==> src/rtl/membus_initiator_if.sv <==
// membus_initiator_if
//   Groups the local request/response port and the 36-bit memory bus
//   signals of one processor-side initiator.
//   master : used by membus_initiator (drives bus requests, returns responses)
//   slave  : used by the environment (requester + memory controller side)
//   Bit numbering: 18-bit addresses use [17:0] with bit 17 = bus bit 18,
//   36-bit words use [35:0] with bit 35 = bus bit 0.
interface membus_initiator_if;
    // local request / response port
    logic        req_valid;
    logic        req_ready;
    logic        req_rd;
    logic        req_wr;
    logic [17:0] req_addr;
    logic [35:0] req_wdata;
    logic        wdata_valid;
    logic [35:0] wdata;
    logic        rsp_valid;
    logic [35:0] rsp_rdata;
    logic        rsp_err;
    logic        busy;
    // memory bus
    logic        membus_rq_cyc;
    logic        membus_rd_rq;
    logic        membus_wr_rq;
    logic [3:0]  membus_sel;
    logic [14:0] membus_ma;
    logic        membus_fmc_select;
    logic [35:0] membus_mb_out;
    logic        membus_wr_rs;
    logic        membus_addr_ack;
    logic        membus_rd_rs;
    logic [35:0] membus_mb_in;

    modport master (
        input  req_valid, req_rd, req_wr, req_addr, req_wdata, wdata_valid, wdata,
        output req_ready, rsp_valid, rsp_rdata, rsp_err, busy,
        output membus_rq_cyc, membus_rd_rq, membus_wr_rq, membus_sel, membus_ma,
        output membus_fmc_select, membus_mb_out, membus_wr_rs,
        input  membus_addr_ack, membus_rd_rs, membus_mb_in
    );

    modport slave (
        output req_valid, req_rd, req_wr, req_addr, req_wdata, wdata_valid, wdata,
        input  req_ready, rsp_valid, rsp_rdata, rsp_err, busy,
        input  membus_rq_cyc, membus_rd_rq, membus_wr_rq, membus_sel, membus_ma,
        input  membus_fmc_select, membus_mb_out, membus_wr_rs,
        output membus_addr_ack, membus_rd_rs, membus_mb_in
    );
endinterface

==> src/rtl/membus_initiator.sv <==
// membus_initiator
//   Processor-side initiator for the 36-bit memory bus. Runs one read, write
//   or read-modify-write cycle at a time and reports read data or a timeout
//   error on a one-cycle response pulse.
// Ports
//   clk      : system clock
//   reset_n  : asynchronous active-low reset
//   bus      : membus_initiator_if.master (local req/rsp + memory bus)
// Parameters
//   TIMEOUT     : cycles without addr_ack (REQ) or rd_rs (RDWAIT) before abort
//   MB_SETTLE   : cycles mb_out is driven before the wr_rs pulse (>= 1)
//   FMC_PRESENT : nonzero -> addresses 0..15 assert membus_fmc_select
//
// state     | meaning
// ----------+----------------------------------------------------------
// S_IDLE    | ready for a local request
// S_REQ     | rq_cyc asserted, waiting for addr_ack
// S_RDWAIT  | accumulating mb_in, waiting for rd_rs
// S_WRDATA  | RMW: waiting for write data from the requester
// S_WRDRIVE | driving mb_out for MB_SETTLE cycles
// S_WRRS    | one-cycle wr_rs pulse with mb_out still driven
module membus_initiator #(
    parameter int TIMEOUT     = 1000,
    parameter int MB_SETTLE   = 4,
    parameter int FMC_PRESENT = 1
) (
    input logic                 clk,
    input logic                 reset_n,
    membus_initiator_if.master  bus
);

    typedef enum logic [2:0] {
        S_IDLE, S_REQ, S_RDWAIT, S_WRDATA, S_WRDRIVE, S_WRRS
    } state_t;

    localparam logic [15:0] TMO_LAST    = 16'(TIMEOUT - 1);
    localparam logic [7:0]  SETTLE_LOAD = 8'(MB_SETTLE - 1);

    state_t      r_state;
    state_t      w_state_nxt;
    logic [17:0] r_addr;
    logic        r_rd;
    logic        r_wr;
    logic [35:0] r_wdata;
    logic [35:0] r_rdbuf;
    logic [15:0] r_tmo_cnt;
    logic [7:0]  r_settle;
    logic        r_rsp_valid;
    logic [35:0] r_rsp_rdata;
    logic        r_rsp_err;

    logic        w_tmo_hit;
    logic        w_fmc;
    logic [35:0] w_rd_word;

    // The expiry cycle is the TIMEOUT-th cycle in REQ/RDWAIT; a handshake
    // arriving in that same cycle takes priority over the abort.
    assign w_tmo_hit = (r_tmo_cnt == TMO_LAST);
    assign w_fmc     = (FMC_PRESENT != 0) && (r_addr[17:4] == 14'd0);
    assign w_rd_word = r_rdbuf | bus.membus_mb_in;

    // state register
    always_ff @(posedge clk or negedge reset_n) begin
        if (!reset_n) begin
            r_state <= S_IDLE;
        end else begin
            r_state <= w_state_nxt;
        end
    end

    // next-state logic
    always_comb begin
        w_state_nxt = r_state;
        case (r_state)
            S_IDLE: begin
                // rd=wr=0 is answered directly from IDLE without a bus cycle
                if (bus.req_valid && (bus.req_rd || bus.req_wr)) begin
                    w_state_nxt = S_REQ;
                end
            end
            S_REQ: begin
                if (bus.membus_addr_ack) begin
                    w_state_nxt = r_rd ? S_RDWAIT : S_WRDRIVE;
                end else if (w_tmo_hit) begin
                    w_state_nxt = S_IDLE;
                end
            end
            S_RDWAIT: begin
                if (bus.membus_rd_rs) begin
                    w_state_nxt = r_wr ? S_WRDATA : S_IDLE;
                end else if (w_tmo_hit) begin
                    w_state_nxt = S_IDLE;
                end
            end
            S_WRDATA: begin
                if (bus.wdata_valid) begin
                    w_state_nxt = S_WRDRIVE;
                end
            end
            S_WRDRIVE: begin
                if (r_settle == 8'd0) begin
                    w_state_nxt = S_WRRS;
                end
            end
            S_WRRS:  w_state_nxt = S_IDLE;
            default: w_state_nxt = S_IDLE;
        endcase
    end

    // datapath: request latch, read buffer, timers, response register
    always_ff @(posedge clk or negedge reset_n) begin
        if (!reset_n) begin
            r_addr      <= '0;
            r_rd        <= 1'b0;
            r_wr        <= 1'b0;
            r_wdata     <= '0;
            r_rdbuf     <= '0;
            r_tmo_cnt   <= '0;
            r_settle    <= '0;
            r_rsp_valid <= 1'b0;
            r_rsp_rdata <= '0;
            r_rsp_err   <= 1'b0;
        end else begin
            r_rsp_valid <= 1'b0;
            r_rsp_err   <= 1'b0;
            case (r_state)
                S_IDLE: begin
                    if (bus.req_valid) begin
                        r_addr    <= bus.req_addr;
                        r_rd      <= bus.req_rd;
                        r_wr      <= bus.req_wr;
                        r_wdata   <= bus.req_wdata;
                        r_rdbuf   <= '0;
                        r_tmo_cnt <= '0;
                        if (!bus.req_rd && !bus.req_wr) begin
                            r_rsp_valid <= 1'b1;
                            r_rsp_rdata <= '0;
                        end
                    end
                end
                S_REQ: begin
                    if (bus.membus_addr_ack) begin
                        r_tmo_cnt <= '0;
                        r_settle  <= SETTLE_LOAD;
                    end else if (w_tmo_hit) begin
                        r_rsp_valid <= 1'b1;
                        r_rsp_err   <= 1'b1;
                        r_rsp_rdata <= '0;
                    end else begin
                        r_tmo_cnt <= r_tmo_cnt + 16'd1;
                    end
                end
                S_RDWAIT: begin
                    r_rdbuf <= w_rd_word;
                    if (bus.membus_rd_rs) begin
                        r_rsp_valid <= 1'b1;
                        r_rsp_rdata <= w_rd_word;
                    end else if (w_tmo_hit) begin
                        r_rsp_valid <= 1'b1;
                        r_rsp_err   <= 1'b1;
                        r_rsp_rdata <= '0;
                    end else begin
                        r_tmo_cnt <= r_tmo_cnt + 16'd1;
                    end
                end
                S_WRDATA: begin
                    if (bus.wdata_valid) begin
                        r_wdata  <= bus.wdata;
                        r_settle <= SETTLE_LOAD;
                    end
                end
                S_WRDRIVE: begin
                    if (r_settle != 8'd0) begin
                        r_settle <= r_settle - 8'd1;
                    end
                end
                default: ;
            endcase
        end
    end

    // outputs decoded from state so an async reset drops the bus at once
    always_comb begin
        bus.req_ready         = (r_state == S_IDLE);
        bus.busy              = (r_state != S_IDLE);
        bus.membus_rq_cyc     = 1'b0;
        bus.membus_rd_rq      = 1'b0;
        bus.membus_wr_rq      = 1'b0;
        bus.membus_sel        = '0;
        bus.membus_ma         = '0;
        bus.membus_fmc_select = 1'b0;
        bus.membus_mb_out     = '0;
        bus.membus_wr_rs      = 1'b0;
        if (r_state != S_IDLE) begin
            bus.membus_sel        = r_addr[17:14];
            bus.membus_ma         = r_addr[14:0];
            bus.membus_fmc_select = w_fmc;
        end
        case (r_state)
            S_REQ: begin
                bus.membus_rq_cyc = 1'b1;
                bus.membus_rd_rq  = r_rd;
                bus.membus_wr_rq  = r_wr;
            end
            S_WRDRIVE: bus.membus_mb_out = r_wdata;
            S_WRRS: begin
                bus.membus_mb_out = r_wdata;
                bus.membus_wr_rs  = 1'b1;
            end
            default: ;
        endcase
    end

    assign bus.rsp_valid = r_rsp_valid;
    assign bus.rsp_rdata = r_rsp_rdata;
    assign bus.rsp_err   = r_rsp_err;

endmodule

==> src/flat_wrapper.sv <==
// flat-port wrapper written by rule: the top's interface ports become plain ports
module membus_initiator_flat 
#(
    parameter int TIMEOUT     = 1000,
    parameter int MB_SETTLE   = 4,
    parameter int FMC_PRESENT = 1
)
  (clk, reset_n, bus_req_valid, bus_req_rd, bus_req_wr, bus_req_addr, bus_req_wdata, bus_wdata_valid, bus_wdata, bus_req_ready, bus_rsp_valid, bus_rsp_rdata, bus_rsp_err, bus_busy, bus_membus_rq_cyc, bus_membus_rd_rq, bus_membus_wr_rq, bus_membus_sel, bus_membus_ma, bus_membus_fmc_select, bus_membus_mb_out, bus_membus_wr_rs, bus_membus_addr_ack, bus_membus_rd_rs, bus_membus_mb_in);
  membus_initiator_if bus_i ();
  input logic clk;
  input logic reset_n;
  input wire logic [$bits(bus_i.req_valid)-1:0] bus_req_valid;
  input wire logic [$bits(bus_i.req_rd)-1:0] bus_req_rd;
  input wire logic [$bits(bus_i.req_wr)-1:0] bus_req_wr;
  input wire logic [$bits(bus_i.req_addr)-1:0] bus_req_addr;
  input wire logic [$bits(bus_i.req_wdata)-1:0] bus_req_wdata;
  input wire logic [$bits(bus_i.wdata_valid)-1:0] bus_wdata_valid;
  input wire logic [$bits(bus_i.wdata)-1:0] bus_wdata;
  output wire logic [$bits(bus_i.req_ready)-1:0] bus_req_ready;
  output wire logic [$bits(bus_i.rsp_valid)-1:0] bus_rsp_valid;
  output wire logic [$bits(bus_i.rsp_rdata)-1:0] bus_rsp_rdata;
  output wire logic [$bits(bus_i.rsp_err)-1:0] bus_rsp_err;
  output wire logic [$bits(bus_i.busy)-1:0] bus_busy;
  output wire logic [$bits(bus_i.membus_rq_cyc)-1:0] bus_membus_rq_cyc;
  output wire logic [$bits(bus_i.membus_rd_rq)-1:0] bus_membus_rd_rq;
  output wire logic [$bits(bus_i.membus_wr_rq)-1:0] bus_membus_wr_rq;
  output wire logic [$bits(bus_i.membus_sel)-1:0] bus_membus_sel;
  output wire logic [$bits(bus_i.membus_ma)-1:0] bus_membus_ma;
  output wire logic [$bits(bus_i.membus_fmc_select)-1:0] bus_membus_fmc_select;
  output wire logic [$bits(bus_i.membus_mb_out)-1:0] bus_membus_mb_out;
  output wire logic [$bits(bus_i.membus_wr_rs)-1:0] bus_membus_wr_rs;
  input wire logic [$bits(bus_i.membus_addr_ack)-1:0] bus_membus_addr_ack;
  input wire logic [$bits(bus_i.membus_rd_rs)-1:0] bus_membus_rd_rs;
  input wire logic [$bits(bus_i.membus_mb_in)-1:0] bus_membus_mb_in;
  assign bus_i.req_valid = bus_req_valid;
  assign bus_i.req_rd = bus_req_rd;
  assign bus_i.req_wr = bus_req_wr;
  assign bus_i.req_addr = bus_req_addr;
  assign bus_i.req_wdata = bus_req_wdata;
  assign bus_i.wdata_valid = bus_wdata_valid;
  assign bus_i.wdata = bus_wdata;
  assign bus_req_ready = bus_i.req_ready;
  assign bus_rsp_valid = bus_i.rsp_valid;
  assign bus_rsp_rdata = bus_i.rsp_rdata;
  assign bus_rsp_err = bus_i.rsp_err;
  assign bus_busy = bus_i.busy;
  assign bus_membus_rq_cyc = bus_i.membus_rq_cyc;
  assign bus_membus_rd_rq = bus_i.membus_rd_rq;
  assign bus_membus_wr_rq = bus_i.membus_wr_rq;
  assign bus_membus_sel = bus_i.membus_sel;
  assign bus_membus_ma = bus_i.membus_ma;
  assign bus_membus_fmc_select = bus_i.membus_fmc_select;
  assign bus_membus_mb_out = bus_i.membus_mb_out;
  assign bus_membus_wr_rs = bus_i.membus_wr_rs;
  assign bus_i.membus_addr_ack = bus_membus_addr_ack;
  assign bus_i.membus_rd_rs = bus_membus_rd_rs;
  assign bus_i.membus_mb_in = bus_membus_mb_in;
  membus_initiator #(.TIMEOUT(TIMEOUT), .MB_SETTLE(MB_SETTLE), .FMC_PRESENT(FMC_PRESENT)) u_core (.clk(clk), .reset_n(reset_n), .bus(bus_i));
endmodule
==> config.mk <==
export PLATFORM = sky130hd
export DESIGN_NAME = membus_initiator_flat
export DESIGN_NICKNAME = d
export VERILOG_FILES = /design/src/rtl/membus_initiator_if.sv /design/src/rtl/membus_initiator.sv /design/src/flat_wrapper.sv
export SDC_FILE = /design/constraint.sdc
export NUM_CORES = 1
export LEC_CHECK = 0
export BUFFER_PORTS_ARGS = -buffer_cell sky130_fd_sc_hd__buf_2
export CAP_MARGIN = 30
export CORE_ASPECT_RATIO = 1.2
export CORE_MARGIN = 2
export CORE_UTILIZATION = 35
export DETAILED_ROUTE_END_ITERATION = 16
export GPL_ROUTABILITY_DRIVEN = 0
export PLACE_DENSITY = 0.68
export SYNTH_ARGS = -nofsm -noshare
export SYNTH_HDL_FRONTEND = slang
export SYNTH_SLANG_ARGS = --single-unit
==> constraint.sdc <==
create_clock -name clk -period 2.74 [get_ports clk]
set_input_delay 0.548 -clock clk [delete_from_list [all_inputs] [get_ports clk]]
set_output_delay 0.548 -clock clk [all_outputs]
set_load 0.02 [all_outputs]
Yosys cells after proc, flatten, opt, wreduce, memory -nomap -nowiden
Index checks and enable logic that the tools add are counted.
- bitwise gates (word level): 1
- order comparisons: 0
- multiply operators: 0
- shift-type cells: 0
- muxes and demuxes: 45
- add/sub/neg operators: 2
- div/mod/pow operators: 0
- reductions and logical operators: 22
- eq/ne operators: 15
- operators by type and width (cell ; count):
    two-way mux 36 bit ; 9
    case mux 36 bit (2 select lines) ; 2
    case mux 36 bit (3 select lines) ; 1
    two-way mux 16 bit ; 4
    case mux 16 bit (3 select lines) ; 1
    OR 36 bit ; 1
    two-way mux 8 bit ; 3
    case mux 8 bit (3 select lines) ; 1
    two-way mux 3 bit ; 7
    adder 16 x 1 -> 16 bit, second input constant ; 1
    equality test 16 x 10 -> 1 bit, second input constant ; 1
    two-way mux 15 bit ; 1
    case mux 3 bit (5 select lines) ; 1
    zero test 14 bit ; 1
    two-way mux 1 bit ; 11
    inequality test 2 bit, second input constant ; 5
    AND reduction 3 bit ; 3
    nonzero test 3 bit ; 3
    zero test 8 bit ; 1
    inequality test 2 x 1 -> 1 bit, second input constant ; 4
    AND reduction 4 bit ; 2
    nonzero test 8 bit ; 1
    subtractor 8 x 1 -> 8 bit, second input constant ; 1
    equality test 3 x 2 -> 1 bit, second input constant ; 2
    13 further kinds ; 18
- latch bits: 0
- memories kept: 0
- RAM bits: 0
- memory bits (read-only): 0
- input port bits: 134
- bits in registers: 157

Depth between registers and ports, before layout
- word-level depth: 5
- mapped depth: 7
- depth with buffers taken out: 6

Least setup slack after synthesis
OpenSTA, ideal clock, no wires.
- kind: register to output
- start point: register u_core.r_state[1]
- end point: output port bus_membus_fmc_select
- data required time: 2192 ps
- path slack: 536 ps
- data arrival time: 1656 ps
- cell stages (with the launch flop): 6
- cells stage by stage: dfrtp_1 clkbuf_1 or3_1 clkbuf_1 nand3_1 nor4_1
- word-level cells in the longest chain between the ends: 2
- RTL lines (element ; RTL line ; text):
    start: declaration ; membus_initiator.sv:39 ; state_t r_state;
    start signal: assignment ; membus_initiator.sv:67 ; r_state <= w_state_nxt;
    nonzero test 3 bit ; membus_initiator.sv:194 ; if (r_state != S_IDLE) begin
    two-way mux 1 bit ; membus_initiator.sv:194 ;
    end: declaration ; flat_wrapper.sv:29 ; output wire logic [$bits(bus_i.membus_fmc_select)-1:0] bus_membus_fmc_select;
Every way passes these cells.

Worst setup path after layout
- start point: register u_core.r_state[0]
- end point: output port bus_membus_wr_rq
- word-level cells in the longest chain between the ends: 2
- RTL lines (element ; RTL line ; text):
    equality test 3 x 1 -> 1 bit ; membus_initiator.sv:199 ; case (r_state)
    two-way mux 1 bit ; membus_initiator.sv:199 ;
    end: declaration ; flat_wrapper.sv:26 ; output wire logic [$bits(bus_i.membus_wr_rq)-1:0] bus_membus_wr_rq;
Every way passes these cells.

==> run_results.csv <==
group,metric,value,unit
run_status,outcome,"completed",
job,cap_violations,0,
yosys,syn-cell-area,7300,um2
cells_and_area,synthToLayoutAreaGrowth,29.7,%
sta,tns,0,ps
route,avgViaCountPerCell,5.03,
cells_and_area,nNetsFinal,1028,
clock_network,cts_root_buf,"clkbuf_16",
route,top_layer_used,"met4",
global_routing,grt_remaining_overflow,0,
clock_network,cts_buffer_depth,2,
yosys,synth_edf_count,0,
setup_path,path_class,"flop to output pin",
clock_network,clock_sinks,157,
sta,tightest_slew,682,ps
setup_path,arrival,2040,ps
yosys,yosys_warnings,0,
placed_design,dp_hpwl,13200,um
clock_network,cts_made_buffers,17,
yosys,avgSynthCellArea,11.0,um2
route,vias,5881,
yosys,ys_types,56,
setup_path,path_max_fanout,8,
setup_path,start_kind,"flop",
route,first_iter_violations,304,
floorplan,num_rows,57,
setup_path,cp.required,2190,ps
setup_path,crit_path_end_kind,"output pin",
sta,fin_crit_sh,0.943,
cells_and_area,n_fill_cell,1949,
global_routing,grt_max_degree,73,
yosys,synthArstFlopShare,1.00,
sta,min_period,2580,ps
route,met1Wirelength,8050,um
global_routing,antenna_found_initial,1,
global_routing,grt_pass1_wl,30000,um
sta,finalSetupViolCount,0,
global_routing,grt_pass1_vias,5759,
route,route.met3.wl,765,um
sta,rsz0062_at_grt,"no",
yosys,ys_seq_area_frac,0.538,
clock_network,path_clk_slew,70,ps
clock_network,tritoncts,"built",
hold_path,min_path_type,"primary input to async pin",
floorplan,die_y,162,um
yosys,synth_flop_cell,"dfrtp_1",
route,wl_met2,9520,um
pwr,irDropWorstVdd,632,uV
placed_design,placedCellCount,1137,
floorplan,core_area,20300,um2
sta,timing.fmax,387,MHz
pwr,power,10.2,mW
pwr,power.density,1080,nW/um2
route,dr.pass1.iters,4,
clock_network,insertion_delay,420,ps
yosys,ys_ff_latch,157,
route,ant_nets,0,
cells_and_area,instances_no_fill,1170,
route,drc,0,
clock_network,cts-htree-levels,4,
sta,timing.final.hold_violations,0,
sta,slew_headroom,0.545,
floorplan,dieArea,22000,um2
route,post_drt_wl_per_cell,16.0,um
floorplan,io_pins,234,
yosys,synth_cells,664,
floorplan,start_util,0.359,
global_routing,track_usage,0.174,
sta,fin_skew,10.3,ps
pwr,p_leak,5.20,nW
route,wirelength,18700,um
placed_design,io_buffers,233,
clock_network,hold_buffers,0,
sta,drv_slew,0,
cells_and_area,drive_gt1_frac,0.350,
floorplan,die_w,136,um
yosys,synthesis.nets,801,
## worst max-delay path: stages (launching register included)
cell and delay (ps):
dfrtp_1 480, nor2b_1 330, buf_4 200, nor2b_1 200, and2_1 200, buf_2 190
## sequential cells by signal, summed over array words and instances, names as in the netlist
register and flops:
u_core.r_settle 8, u_core.r_rdbuf 36, u_core.r_wr 1, u_core.r_tmo_cnt 16, u_core.bus.rsp_err 1, u_core.r_state 3
u_core.bus.rsp_valid 1, u_core.r_addr 18, u_core.r_rd 1, u_core.r_wdata 36, u_core.bus.rsp_rdata 36
## layout make-up
cell class | instances | area (um2) | share of cell area
inverters | 9 | 33.8 | 0.00357
flip-flops and latches | 157 | 3930 | 0.415
clock buffers | 20 | 467 | 0.0493
well taps | 265 | 332 | 0.0350
diodes | 1 | 2.50 | 0.000264
repair buffers | 251 | 1380 | 0.145
clock inverters | 12 | 121 | 0.0128
multi-input cells | 455 | 3210 | 0.339
## power breakdown
group	internal, mW	total [mW]	switching [mW]
clock	1.35	2.36	1.01
combinational	1.68	4.08	2.40
sequential	3.23	3.77	0.542
total	6.25	10.2	3.96
## path summary, 6_finish.rpt
check	startpoint	depth (start not counted)	slack (ps)	endpoint
setup / recovery	u_core.r_state[0]	5	160	bus_membus_wr_rq
hold / removal	reset_n	1	50	u_core.r_addr[12]
setup reg to reg	u_core.r_state[1]	5	310	u_core.bus.rsp_rdata[35]
hold reg to reg	u_core.r_wdata[25]	2	470	u_core.r_wdata[25]
max in group asynchronous	reset_n	2	2040	u_core.r_state[1]
min in group clk	bus_req_addr[12]	2	350	u_core.r_addr[12]
## layout by cell type, fill, tap and decap left out, types with 4 or more instances in the layout
master	netlist	routed
o21a_1	36	36
a21oi_1	17	16
mux2_2	22	22
buf_4	1	13
mux2i_1	38	38
a22o_1	38	38
nand4_1	4	4
inv_6	0	6
or4_1	5	5
nand2_1	54	53
o21ai_0	48	48
dfrtp_1	157	157
nand3_1	14	14
inv_1	9	9
nor2_1	12	11
nor3_1	5	5
clkbuf_16	0	17
and3_1	4	4
buf_12	0	4
and2_1	59	59
nor4_1	5	5
buf_2	8	232
a21o_1	39	39
## Yosys cell counts, types with 3 or more instances
cell type / count / area [um2]
nor2_1: 12 / 45.0
and3_1: 4 / 25.0
dfrtp_1: 157 / 3930
and4_1: 3 / 26.3
nand4_1: 4 / 25.0
clkbuf_1: 31 / 116
a21o_1: 39 / 293
mux2i_1: 38 / 380
and2_1: 59 / 369
or4_1: 5 / 37.5
nor3_1: 5 / 25.0
nand2b_1: 3 / 18.8
nand3_1: 14 / 70.1
a21oi_1: 17 / 85.1
ha_1: 3 / 37.5
o21ai_0: 48 / 240
a22o_1: 38 / 333
nand2_1: 54 / 203
inv_1: 9 / 33.8
buf_2: 8 / 40.0
buf_1: 3 / 11.3
o21a_1: 36 / 270
or3_1: 4 / 25.0
mux2_2: 22 / 248
o41ai_1: 3 / 26.3
nor4_1: 5 / 31.3
o31ai_1: 3 / 22.5
nor2b_1: 3 / 18.8
## per-layer routing
metal	vias up	track usage
met1	2859	0.219
met4	0	0.0611
met2	134	0.295
met5	-	0
met3	29	0.0359
li1	2859	-
## repair_timing
action / CTS / global route
endpoints found under the setup margin: 2 / 0
setup buffers: 0 / 0
gates resized for setup: 1 / 0
## cell families after synthesis
group	synth area share
AND/OR/NAND/NOR	0.142
AO/OA/AOI/OAI	0.196
multiplexers	0.0860
adder cells (fa/ha/maj)	0.00514
flip-flops	0.538
XOR/XNOR	0.00360
buffers and inverters	0.0286
## per-stage QoR
step | setup slack (ps) | area, um2 | util | hold slack [ps]
6_report | 156 | 9470 | 0.466 | 51.3
4_1_cts | 143 | 9470 | 0.466 | 59.7
5_1_grt | 38.5 | 9470 | 0.466 | 64.0
3_3_place_gp | 254 | 8850 | 0.435 | 453
3_5_place_dp | 181 | 8870 | 0.437 | 462
2_1_floorplan | 536 | 7300 | - | 252
Note: power is estimated with default switching activity, not from simulation.
